===== src/rtl/alu_pkg.sv =====
// Shared opcode map, FSM state encoding and default widths for alu_exec_unit.
// The DIV/FIX/OUT states exist only when ALU_DIV_EN is defined.
package alu_pkg;

  localparam int ALU_XLEN  = 32;
  localparam int ALU_TAG_W = 4;
  localparam int ALU_OP_W  = 5;

  localparam int OP_ADD   = 0;
  localparam int OP_SUB   = 1;
  localparam int OP_AND   = 2;
  localparam int OP_OR    = 3;
  localparam int OP_XOR   = 4;
  localparam int OP_SLL   = 5;
  localparam int OP_SRL   = 6;
  localparam int OP_SRA   = 7;
  localparam int OP_SLT   = 8;
  localparam int OP_SLTU  = 9;
  localparam int OP_EQ    = 10;
  localparam int OP_NE    = 11;
  localparam int OP_SGE   = 12;
  localparam int OP_SGEU  = 13;
  localparam int OP_SLT2  = 14;
  localparam int OP_SLTU2 = 15;
  localparam int OP_MUL   = 16;
  localparam int OP_DIV   = 17;
  localparam int OP_DIVU  = 18;
  localparam int OP_REM   = 19;
  localparam int OP_REMU  = 20;

  typedef logic [1:0] alu_state_t;

  localparam alu_state_t ST_IDLE = 2'd0;
`ifdef ALU_DIV_EN
  localparam alu_state_t ST_DIV  = 2'd1;
  localparam alu_state_t ST_FIX  = 2'd2;
  localparam alu_state_t ST_OUT  = 2'd3;
`endif

  function automatic logic is_div_op(input int op);
    return (op >= OP_DIV) && (op <= OP_REMU);
  endfunction

endpackage


===== src/rtl/alu_exec_unit_div.sv =====
// alu_div_iter: restoring divider, one quotient bit per cycle, then one sign-fix cycle.
// Only compiled when ALU_DIV_EN is defined.
`ifdef ALU_DIV_EN
module alu_div_iter #(
  parameter int XLEN = 32
) (
  input  logic            clk,
  input  logic            rst_n,
  input  logic            kill,
  input  logic            start,
  input  logic            signed_op,
  input  logic [XLEN-1:0] a,
  input  logic [XLEN-1:0] b,
  output logic            busy,
  output logic            last,
  output logic            done,
  output logic [XLEN-1:0] quotient,
  output logic [XLEN-1:0] remainder
);

  localparam int CW = $clog2(XLEN + 1);
  localparam logic [XLEN-1:0] ONE = XLEN'(1);

  logic [CW-1:0]   cnt;
  logic            busy_q, fix_q, done_q;
  logic            neg_q, neg_r, dz_q;
  logic [XLEN-1:0] quo, rem, dvs, a_raw;
  logic            a_neg, b_neg;
  logic [XLEN-1:0] a_abs, b_abs;
  logic [XLEN:0]   shifted, trial;

  assign a_neg   = signed_op & a[XLEN-1];
  assign b_neg   = signed_op & b[XLEN-1];
  assign a_abs   = a_neg ? (~a + ONE) : a;
  assign b_abs   = b_neg ? (~b + ONE) : b;
  assign shifted = {rem, quo[XLEN-1]};
  assign trial   = shifted - {1'b0, dvs};

  always_ff @(posedge clk or negedge rst_n) begin
    if (!rst_n) begin
      cnt    <= '0;
      busy_q <= 1'b0;
      fix_q  <= 1'b0;
      done_q <= 1'b0;
      neg_q  <= 1'b0;
      neg_r  <= 1'b0;
      dz_q   <= 1'b0;
      quo    <= '0;
      rem    <= '0;
      dvs    <= '0;
      a_raw  <= '0;
    end else if (kill) begin
      cnt    <= '0;
      busy_q <= 1'b0;
      fix_q  <= 1'b0;
      done_q <= 1'b0;
    end else begin
      done_q <= 1'b0;
      if (start) begin
        quo    <= a_abs;
        rem    <= '0;
        dvs    <= b_abs;
        a_raw  <= a;
        neg_q  <= a_neg ^ b_neg;
        neg_r  <= a_neg;
        dz_q   <= (b == '0);
        cnt    <= CW'(XLEN);
        busy_q <= 1'b1;
        fix_q  <= 1'b0;
      end else if (fix_q) begin
        // Divide-by-zero keeps full latency but forces all-ones / dividend.
        quo    <= dz_q ? '1 : (neg_q ? (~quo + ONE) : quo);
        rem    <= dz_q ? a_raw : (neg_r ? (~rem + ONE) : rem);
        fix_q  <= 1'b0;
        busy_q <= 1'b0;
        done_q <= 1'b1;
      end else if (busy_q) begin
        if (trial[XLEN]) begin
          rem <= shifted[XLEN-1:0];
          quo <= {quo[XLEN-2:0], 1'b0};
        end else begin
          rem <= trial[XLEN-1:0];
          quo <= {quo[XLEN-2:0], 1'b1};
        end
        cnt <= cnt - CW'(1);
        if (cnt == CW'(1)) fix_q <= 1'b1;
      end
    end
  end

  assign busy      = busy_q;
  assign last      = busy_q && !fix_q && (cnt == CW'(1));
  assign done      = done_q;
  assign quotient  = quo;
  assign remainder = rem;

endmodule
`endif


===== src/rtl/alu_exec_unit.sv =====
// alu_exec_unit: single-cycle ALU with registered CDB output and optional iterative divider.
// Define ALU_DIV_EN to build the divider (opcodes 17-20); otherwise those opcodes report err.
module alu_exec_unit
  import alu_pkg::*;
#(
  parameter int XLEN  = ALU_XLEN,
  parameter int TAG_W = ALU_TAG_W,
  parameter int OP_W  = ALU_OP_W
) (
  input  logic             clk,
  input  logic             rst_n,
  input  logic             flush,
  input  logic             in_valid,
  output logic             in_ready,
  input  logic [XLEN-1:0]  a,
  input  logic [XLEN-1:0]  b,
  input  logic [OP_W-1:0]  alu_op,
  input  logic [TAG_W-1:0] tag,
  output logic             cdb_alu_done,
  input  logic             cdb_ready,
  output logic [XLEN-1:0]  cdb_alu_data,
  output logic [TAG_W-1:0] cdb_alu_tag,
  output logic             cdb_alu_err,
  output logic [1:0]       dbg_state
);

  // Handshake: issue is taken on a rising edge where in_valid && in_ready;
  // a CDB result is retired on a rising edge where cdb_alu_done && cdb_ready.
  // Data/tag/err never change while done is high and not yet retired.

  localparam int SH_W = $clog2(XLEN);

  alu_state_t      state;
  logic            init_done;
  logic            done_q, err_q;
  logic [XLEN-1:0] data_q;
  logic [TAG_W-1:0] tag_q;
  int              op_i;
  logic            accept, issue_div, issue_single, div_busy;
  logic [SH_W-1:0] shamt;
  logic [XLEN-1:0] res;
  logic            known;

  function automatic logic [XLEN-1:0] zext1(input logic v);
    return {{(XLEN-1){1'b0}}, v};
  endfunction

  assign op_i  = int'(alu_op);
  assign shamt = b[SH_W-1:0];

  always_comb begin
    res   = '0;
    known = 1'b1;
    case (op_i)
      OP_ADD:            res = a + b;
      OP_SUB:            res = a - b;
      OP_AND:            res = a & b;
      OP_OR:             res = a | b;
      OP_XOR:            res = a ^ b;
      OP_SLL:            res = a << shamt;
      OP_SRL:            res = a >> shamt;
      OP_SRA:            res = XLEN'($signed(a) >>> shamt);
      OP_SLT, OP_SLT2:   res = zext1($signed(a) < $signed(b));
      OP_SLTU, OP_SLTU2: res = zext1(a < b);
      OP_EQ:             res = zext1(a == b);
      OP_NE:             res = zext1(a != b);
      OP_SGE:            res = zext1($signed(a) >= $signed(b));
      OP_SGEU:           res = zext1(a >= b);
      OP_MUL:            res = a * b;
      default:           known = 1'b0;
    endcase
  end

`ifdef ALU_DIV_EN
  logic            div_last, div_done, pend_rem;
  logic [XLEN-1:0] div_q, div_r;
  logic [TAG_W-1:0] pend_tag;

  assign issue_div = accept && is_div_op(op_i);

  alu_div_iter #(.XLEN(XLEN)) u_div (
    .clk       (clk),
    .rst_n     (rst_n),
    .kill      (flush),
    .start     (issue_div),
    .signed_op ((op_i == OP_DIV) || (op_i == OP_REM)),
    .a         (a),
    .b         (b),
    .busy      (div_busy),
    .last      (div_last),
    .done      (div_done),
    .quotient  (div_q),
    .remainder (div_r)
  );
`else
  assign issue_div = 1'b0;
  assign div_busy  = 1'b0;
`endif

  assign in_ready = init_done && (state == ST_IDLE) && !div_busy &&
                    (!done_q || cdb_ready) && !flush;
  assign accept       = in_valid && in_ready;
  assign issue_single = accept && !issue_div;

  always_ff @(posedge clk or negedge rst_n) begin
    if (!rst_n) begin
      state     <= ST_IDLE;
      init_done <= 1'b0;
      done_q    <= 1'b0;
      err_q     <= 1'b0;
      data_q    <= '0;
      tag_q     <= '0;
`ifdef ALU_DIV_EN
      pend_tag  <= '0;
      pend_rem  <= 1'b0;
`endif
    end else begin
      init_done <= 1'b1;
      if (flush) begin
        state  <= ST_IDLE;
        done_q <= 1'b0;
        err_q  <= 1'b0;
      end else begin
        if (done_q && cdb_ready) done_q <= 1'b0;
        if (issue_single) begin
          data_q <= known ? res : '0;
          tag_q  <= tag;
          err_q  <= !known;
          done_q <= 1'b1;
        end
`ifdef ALU_DIV_EN
        if (issue_div) begin
          state    <= ST_DIV;
          pend_tag <= tag;
          pend_rem <= (op_i == OP_REM) || (op_i == OP_REMU);
        end
        // FIX covers the divider's correction cycle and the hand-off into the CDB register.
        case (state)
          ST_DIV: if (div_last) state <= ST_FIX;
          ST_FIX: begin
            if (div_done) begin
              data_q <= pend_rem ? div_r : div_q;
              tag_q  <= pend_tag;
              err_q  <= 1'b0;
              done_q <= 1'b1;
              state  <= ST_OUT;
            end
          end
          ST_OUT: if (cdb_ready) state <= ST_IDLE;
          default: ;
        endcase
`endif
      end
    end
  end

  assign cdb_alu_done = done_q;
  assign cdb_alu_err  = err_q;
  assign cdb_alu_data = data_q;
  assign cdb_alu_tag  = tag_q;
  assign dbg_state    = state;

endmodule

===== config.mk =====
export PLATFORM = sky130hd
export DESIGN_NAME = alu_exec_unit
export DESIGN_NICKNAME = d
export VERILOG_FILES = /design/src/rtl/alu_pkg.sv /design/src/rtl/alu_exec_unit_div.sv /design/src/rtl/alu_exec_unit.sv
export SDC_FILE = /design/constraint.sdc
export NUM_CORES = 2
export LEC_CHECK = 0
export ABC_AREA = 1
export BUFFER_PORTS_ARGS = -buffer_cell sky130_fd_sc_hd__clkbuf_2
export CAP_MARGIN = 40
export CORE_AREA = 2 2 217 261
export CTS_CLUSTER_DIAMETER = 30
export CTS_CLUSTER_SIZE = 10
export DETAILED_ROUTE_END_ITERATION = 6
export DIE_AREA = 0 0 219 263
export HOLD_SLACK_MARGIN = 0.12
export MAX_ROUTING_LAYER = met4
export PLACE_DENSITY = 0.69
export SLEW_MARGIN = 20
export SYNTH_ARGS = -nofsm -noshare
export SYNTH_HDL_FRONTEND = slang
export SYNTH_SLANG_ARGS = --single-unit

===== constraint.sdc =====
create_clock -name clk -period 1.2 [get_ports clk]
set_input_delay 0.24 -clock clk [delete_from_list [all_inputs] [get_ports clk]]
set_output_delay 0.24 -clock clk [all_outputs]
set_load 0.05 [all_outputs]

==> results of run 1 <==
## through the flow
stage	cells	hold WS, ns	setup slack (ns)	instance area, sq um	utilization
after floorplan	4231	-0.0556	-5.24	28200	-
after global placement	5827	0.245	-5.96	36400	0.664
after detailed placement	5827	0.244	-5.95	36400	0.664
after CTS	5894	0.132	-5.22	39300	0.717
## metal layers
layer	GRT overflow	global-route usage
met4	13	0.656
met2	12	0.887
met3	2	0.492
met5	-	-
met1	0	0.700
## cell usage after synthesis (26+ instances only)
| master | n | area [sq um] |
|---|---|---|
| a21oi_1 | 200 | 1000 |
| buf_1 | 37 | 139 |
| buf_2 | 63 | 315 |
| clkbuf_1 | 91 | 342 |
| dfrtp_1 | 39 | 976 |
| fa_1 | 410 | 8210 |
| ha_1 | 220 | 2750 |
| inv_1 | 978 | 3670 |
| nand2_1 | 1225 | 4600 |
| nand3_1 | 181 | 906 |
| nand4_1 | 38 | 238 |
| nor2_1 | 192 | 721 |
| nor3_1 | 26 | 130 |
| o211ai_1 | 26 | 195 |
| o21ai_0 | 197 | 986 |
| o21ai_1 | 66 | 330 |
## what timing repair did
item,in CTS
buffers inserted,53
endpoints found under the setup margin,55
hold endpoints to repair,39
resized for setup,519
hold buffers,1
pin swaps,215
gates cloned,10
## cells by family after synthesis
logic type / count (synthesis)
AO/OA/AOI/OAI: 617
XOR/XNOR: 14
adder cells (fa/ha/maj): 630
buffers and inverters: 1198
flip-flops: 39
multiplexers: 13
other: 2
AND/OR/NAND/NOR: 1717
==> summary.txt, run 1 <==
Placement
  • PortBufs: 116
  • Final HPWL DP: 119000 um
  • Routability Congestion: 1.17

Synth
  • XOR/XNOR Fraction of Synth Area: 0.00449
  • Post-synthesis adder-cell area fraction: 0.401
  • Largest family of logic cells by synthesized area: adder cells
  • Ys Warns: 0
  • FF+latch count, synth: 39
  • Post-synthesis compound-gate area fraction: 0.128
  • Synthesized cell area: 0.0273 sq mm
  • Simple-gate share of the synthesized area: 0.255
  • Predominant post-synthesis flop cell: dfrtp_1
  • EDFF count, synth: 0
  • Gate Count Post-Synth: 4230
  • Async S/R FF share, synth: 1.00
  • Avg Inst Size Synth: 6.46 sq um
  • Mux cell area share after synthesis: 0.00477
  • Count of cell types in the netlist: 59
  • Seq/Total Area, Yosys: 0.0357

Status
  • Last stage: global routing (5_1_grt)
  • Status: aborted with a tool error
  • First error: [ERROR GRT-0232] Routing congestion too high. Check the congestion heatmap in the GUI.

Floorplanning
  • Cell Rows: 94
  • # IOs: 119
  • Die Ht: 263 um
  • DIE WIDTH: 219 um
  • Initial Util: 0.498

Global routing
  • GRT overflow: 27
  • All-Layer GR Usage: 0.704
  • Largest net degree at the start of global routing: 68

CTS
  • CTS sink cnt: 39
  • Total CTS buffers: 5
  • CTS root buffer: clkbuf_16
  • Htree depth: 2
  • Deepest clock path buffer count: 2

STA
  • Worst EP kind: sequential cell input
  • Worst endpoint after global-route timing repair: cdb_alu_data[28]$_DFFE_PN0P_/D
==> run 2, diff against run 1 <==
CORE_AREA = 2 2 283 285   (was 2 2 217 261)
CTS_CLUSTER_DIAMETER = default   (was 30)
CTS_CLUSTER_SIZE = default   (was 10)
DIE_AREA = 0 0 285 287   (was 0 0 219 263)
HOLD_SLACK_MARGIN = default   (was 0.12)
MAX_ROUTING_LAYER = default   (was met4)
PLACE_DENSITY = default   (was 0.69)
PLACE_DENSITY_LB_ADDON = 0.15   (was default)
clock period = 1.6 ns   (was 1.2 ns; I/O delays follow)
==> run 2 against run 1 <==
The flow now finishes, with violations (DRC, setup timing). Area after synthesis unchanged. Synthesized cell count unchanged.
==> summary.txt, run 2 <==
Placement
  • Cell count after placement: 6134
  • PortBufs: 116
  • Routability Congestion: 1.06
  • Place WS: -5.82 ns
  • Final HPWL DP: 117000 um

STA
  • Max-slew violation count: 0
  • Fin crit share: 4.13
  • Slew margin rel.: 0.541
  • Min Hold Slack: 0.209 ns
  • Final setup margin: -5.00 ns
  • Final hold vios: 0
  • Min Tclk post-route: 6.60 ns
  • RSZ-0062 raised after global routing: yes
  • Endpoints failing setup: 32
  • Max Freq: 151 MHz
  • Tightest Pin Transition: 0.689 ns
  • Clk_skew: 0.0150 ns

Job
  • Max-cap viol count: 0

Synth
  • Top cells by count, synth: nand2_1, inv_1, fa_1
  • Seq/Total Area, Yosys: 0.0357
  • Top cells by area, synth: fa_1, nand2_1, inv_1
  • Post-synth top area share: 0.301
  • Leading area contributor after synthesis: fa_1
  • EDFF count, synth: 0
  • Count leader, synth: nand2_1
  • Async S/R FF share, synth: 1.00
  • Gate Count Post-Synth: 4230
  • Avg Inst Size Synth: 6.46 sq um
  • Synthesized cell area: 0.0273 sq mm
  • Count of cell types in the netlist: 59
  • FF+latch count, synth: 39
  • Ys Warns: 0
  • Predominant post-synthesis flop cell: dfrtp_1

Finish
  • P&R area growth vs syn: 48.7%
  • Most common cell after layout, fill and taps aside: nand2_1
  • Nets@finish: 5904
  • Storage cell area: 977 sq um
  • Flip-flop count of the largest register after layout: 32
  • Most frequent cells in the layout: nand2_1, inv_1, buf_4
  • Multi-input gate area: 0.0243 sq mm
  • # fillers: 7942
  • Share of cells above drive strength 1: 0.324
  • Non-Filler Instances: 6252

CTS
  • Total CTS buffers: 5
  • CTS sink cnt: 39
  • Worst-Skew Late Latency: 0.31 ns
  • Clk slew on worst S/H paths: 0.08 ns
  • TritonCTS clock tree: yes
  • CTS root buffer: clkbuf_16
  • Deepest clock path buffer count: 2
  • Htree depth: 2

Global routing
  • GRT overflow: 0
  • First-pass GRT wire length: 202000 um
  • All-Layer GR Usage: 0.331
  • Antenna violations before repair: 9
  • Vias in the first global route: 31.3k
  • Largest net degree at the start of global routing: 68

Setup path
  • Startpoint Class: input port
  • Worst-path maximum fanout: 8
  • FF-to-FF End: cdb_alu_data[4]$_DFFE_PN0P_
  • Critical Path Start: b[11]
  • WS Path Type: input port to flop
  • Critical Path AT: 6.81 ns
  • Critical path capture point type: flop
  • CP required: 1.80 ns
  • Reg2Reg Launch Point: cdb_alu_done$_DFFE_PN0P_
  • R2R depth: 8
  • Register-to-register setup slack: 0.15 ns

Min path
  • Sink of the worst hold path: cdb_alu_done$_DFFE_PN0P_
  • Min-Delay Path Class: input port to flop
  • Hold Path Stages: 2
  • Worst Min Path Start: cdb_ready

Detailed routing
  • Routed WL per cell: 22.5 um
  • Drt first pass iters: 7
  • Vias/cell: 5.04
  • Total wire length: 140000 um
  • DR vias: 31.5k
  • Initial DRC count: 2811
  • Post-route DRC: 4
  • Routed Antenna Nets: 0

Floorplanning
  • DIE WIDTH: 285 um
  • Die Ht: 287 um
  • Initial Util: 0.347
  • Core Box Area: 0.0786 sq mm
  • Die area: 0.0818 sq mm
  • Cell Rows: 103
  • # IOs: 119

Status
  • Status: finished, violations left
  • Failing checks: DRC, setup timing
==> run 2: cell counts after synthesis <==
No cell type changed its count.
==> run 2: how the worst max path moves through the flow <==
stage	endpoint	slack (ns)
after floorplan	cdb_alu_data[28]$_DFFE_PN0P_	-4.92
after global routing	cdb_alu_data[26]$_DFFE_PN0P_	-5.24
after detailed placement	cdb_alu_data[26]$_DFFE_PN0P_	-5.82
after CTS	cdb_alu_data[26]$_DFFE_PN0P_	-4.98
final	cdb_alu_data[30]$_DFFE_PN0P_	-5.00
after global placement	cdb_alu_data[26]$_DFFE_PN0P_	-5.85
==> run 2: layout make-up <==
type                    instances  area share
diodes                          5    0.000308
clock buffers                   6     0.00317
clock inverters                 2     0.00148
inverters                     993      0.0921
multi-input cells            2994       0.597
flip-flops and latches         39      0.0241
well taps                    1050      0.0323
repair buffers               1163       0.249
==> run 2: through the flow <==
step | TNS [ns] | utilization | area [sq um]
2_1_floorplan | -120.86 | - | 28200
3_3_place_gp | -145.31 | 0.467 | 36700
3_5_place_dp | -145.32 | 0.467 | 36700
4_1_cts | -125.09 | 0.494 | 38800
5_1_grt | -131.76 | 0.517 | 40600
6_report | -127.14 | 0.517 | 40600
==> run 2: what timing repair did <==
| item | 4_1_cts | 5_1_grt |
|---|---|---|
| cloned | 1 | 12 |
| pin swaps | 187 | 227 |
| gates resized for setup | 366 | 332 |
| hold buffers | 1 | 0 |
| hold endpoints to repair | 12 | 0 |
| endpoints found under the setup margin | 32 | 33 |
| setup buffers | 41 | 65 |
==> run 2: cell families after synthesis <==
logic type,after synthesis,synth area share
AOI/OAI and AO/OA,617,0.128
other,2,0.000275
muxes,13,0.00477
and+or+nand+nor,1717,0.255
adders and majority gates,630,0.401
buffers and inverters,1198,0.170
xor gates and xnor gates,14,0.00449
DFF,39,0.0357
==> run 2: worst max-delay path, cell delays in order <==
cell and delay, ns:
clkbuf_2 0.11, buf_12 0.14, buf_4 0.14, nand2_1 0.07
fa_1 0.53, inv_1 0.05, fa_1 0.48, fa_1 0.54
inv_1 0.05, fa_1 0.47, fa_1 0.53, fa_1 0.55
inv_1 0.05, fa_2 0.45, fa_1 0.62, ha_4 0.23
a21o_1 0.17, a31oi_1 0.26, o21ai_0 0.18, a21oi_1 0.18
o21ai_2 0.10, o21ai_1 0.17, buf_4 0.18, nand4_1 0.09
nand2_1 0.07, nand2_1 0.04
==> run 2: per-layer routing <==
layer	vias up	track usage	part of all wire
li1	14800	-	-
met1	15300	0.456	0.43
met2	1228	0.535	0.44
met3	233	0.0459	0.085
met4	10	0.112	0.041
met5	-	0	0.00058
Power of run 2 is not shown: default switching activity piles up to over one toggle a cycle in this logic, so the estimate is an artifact.
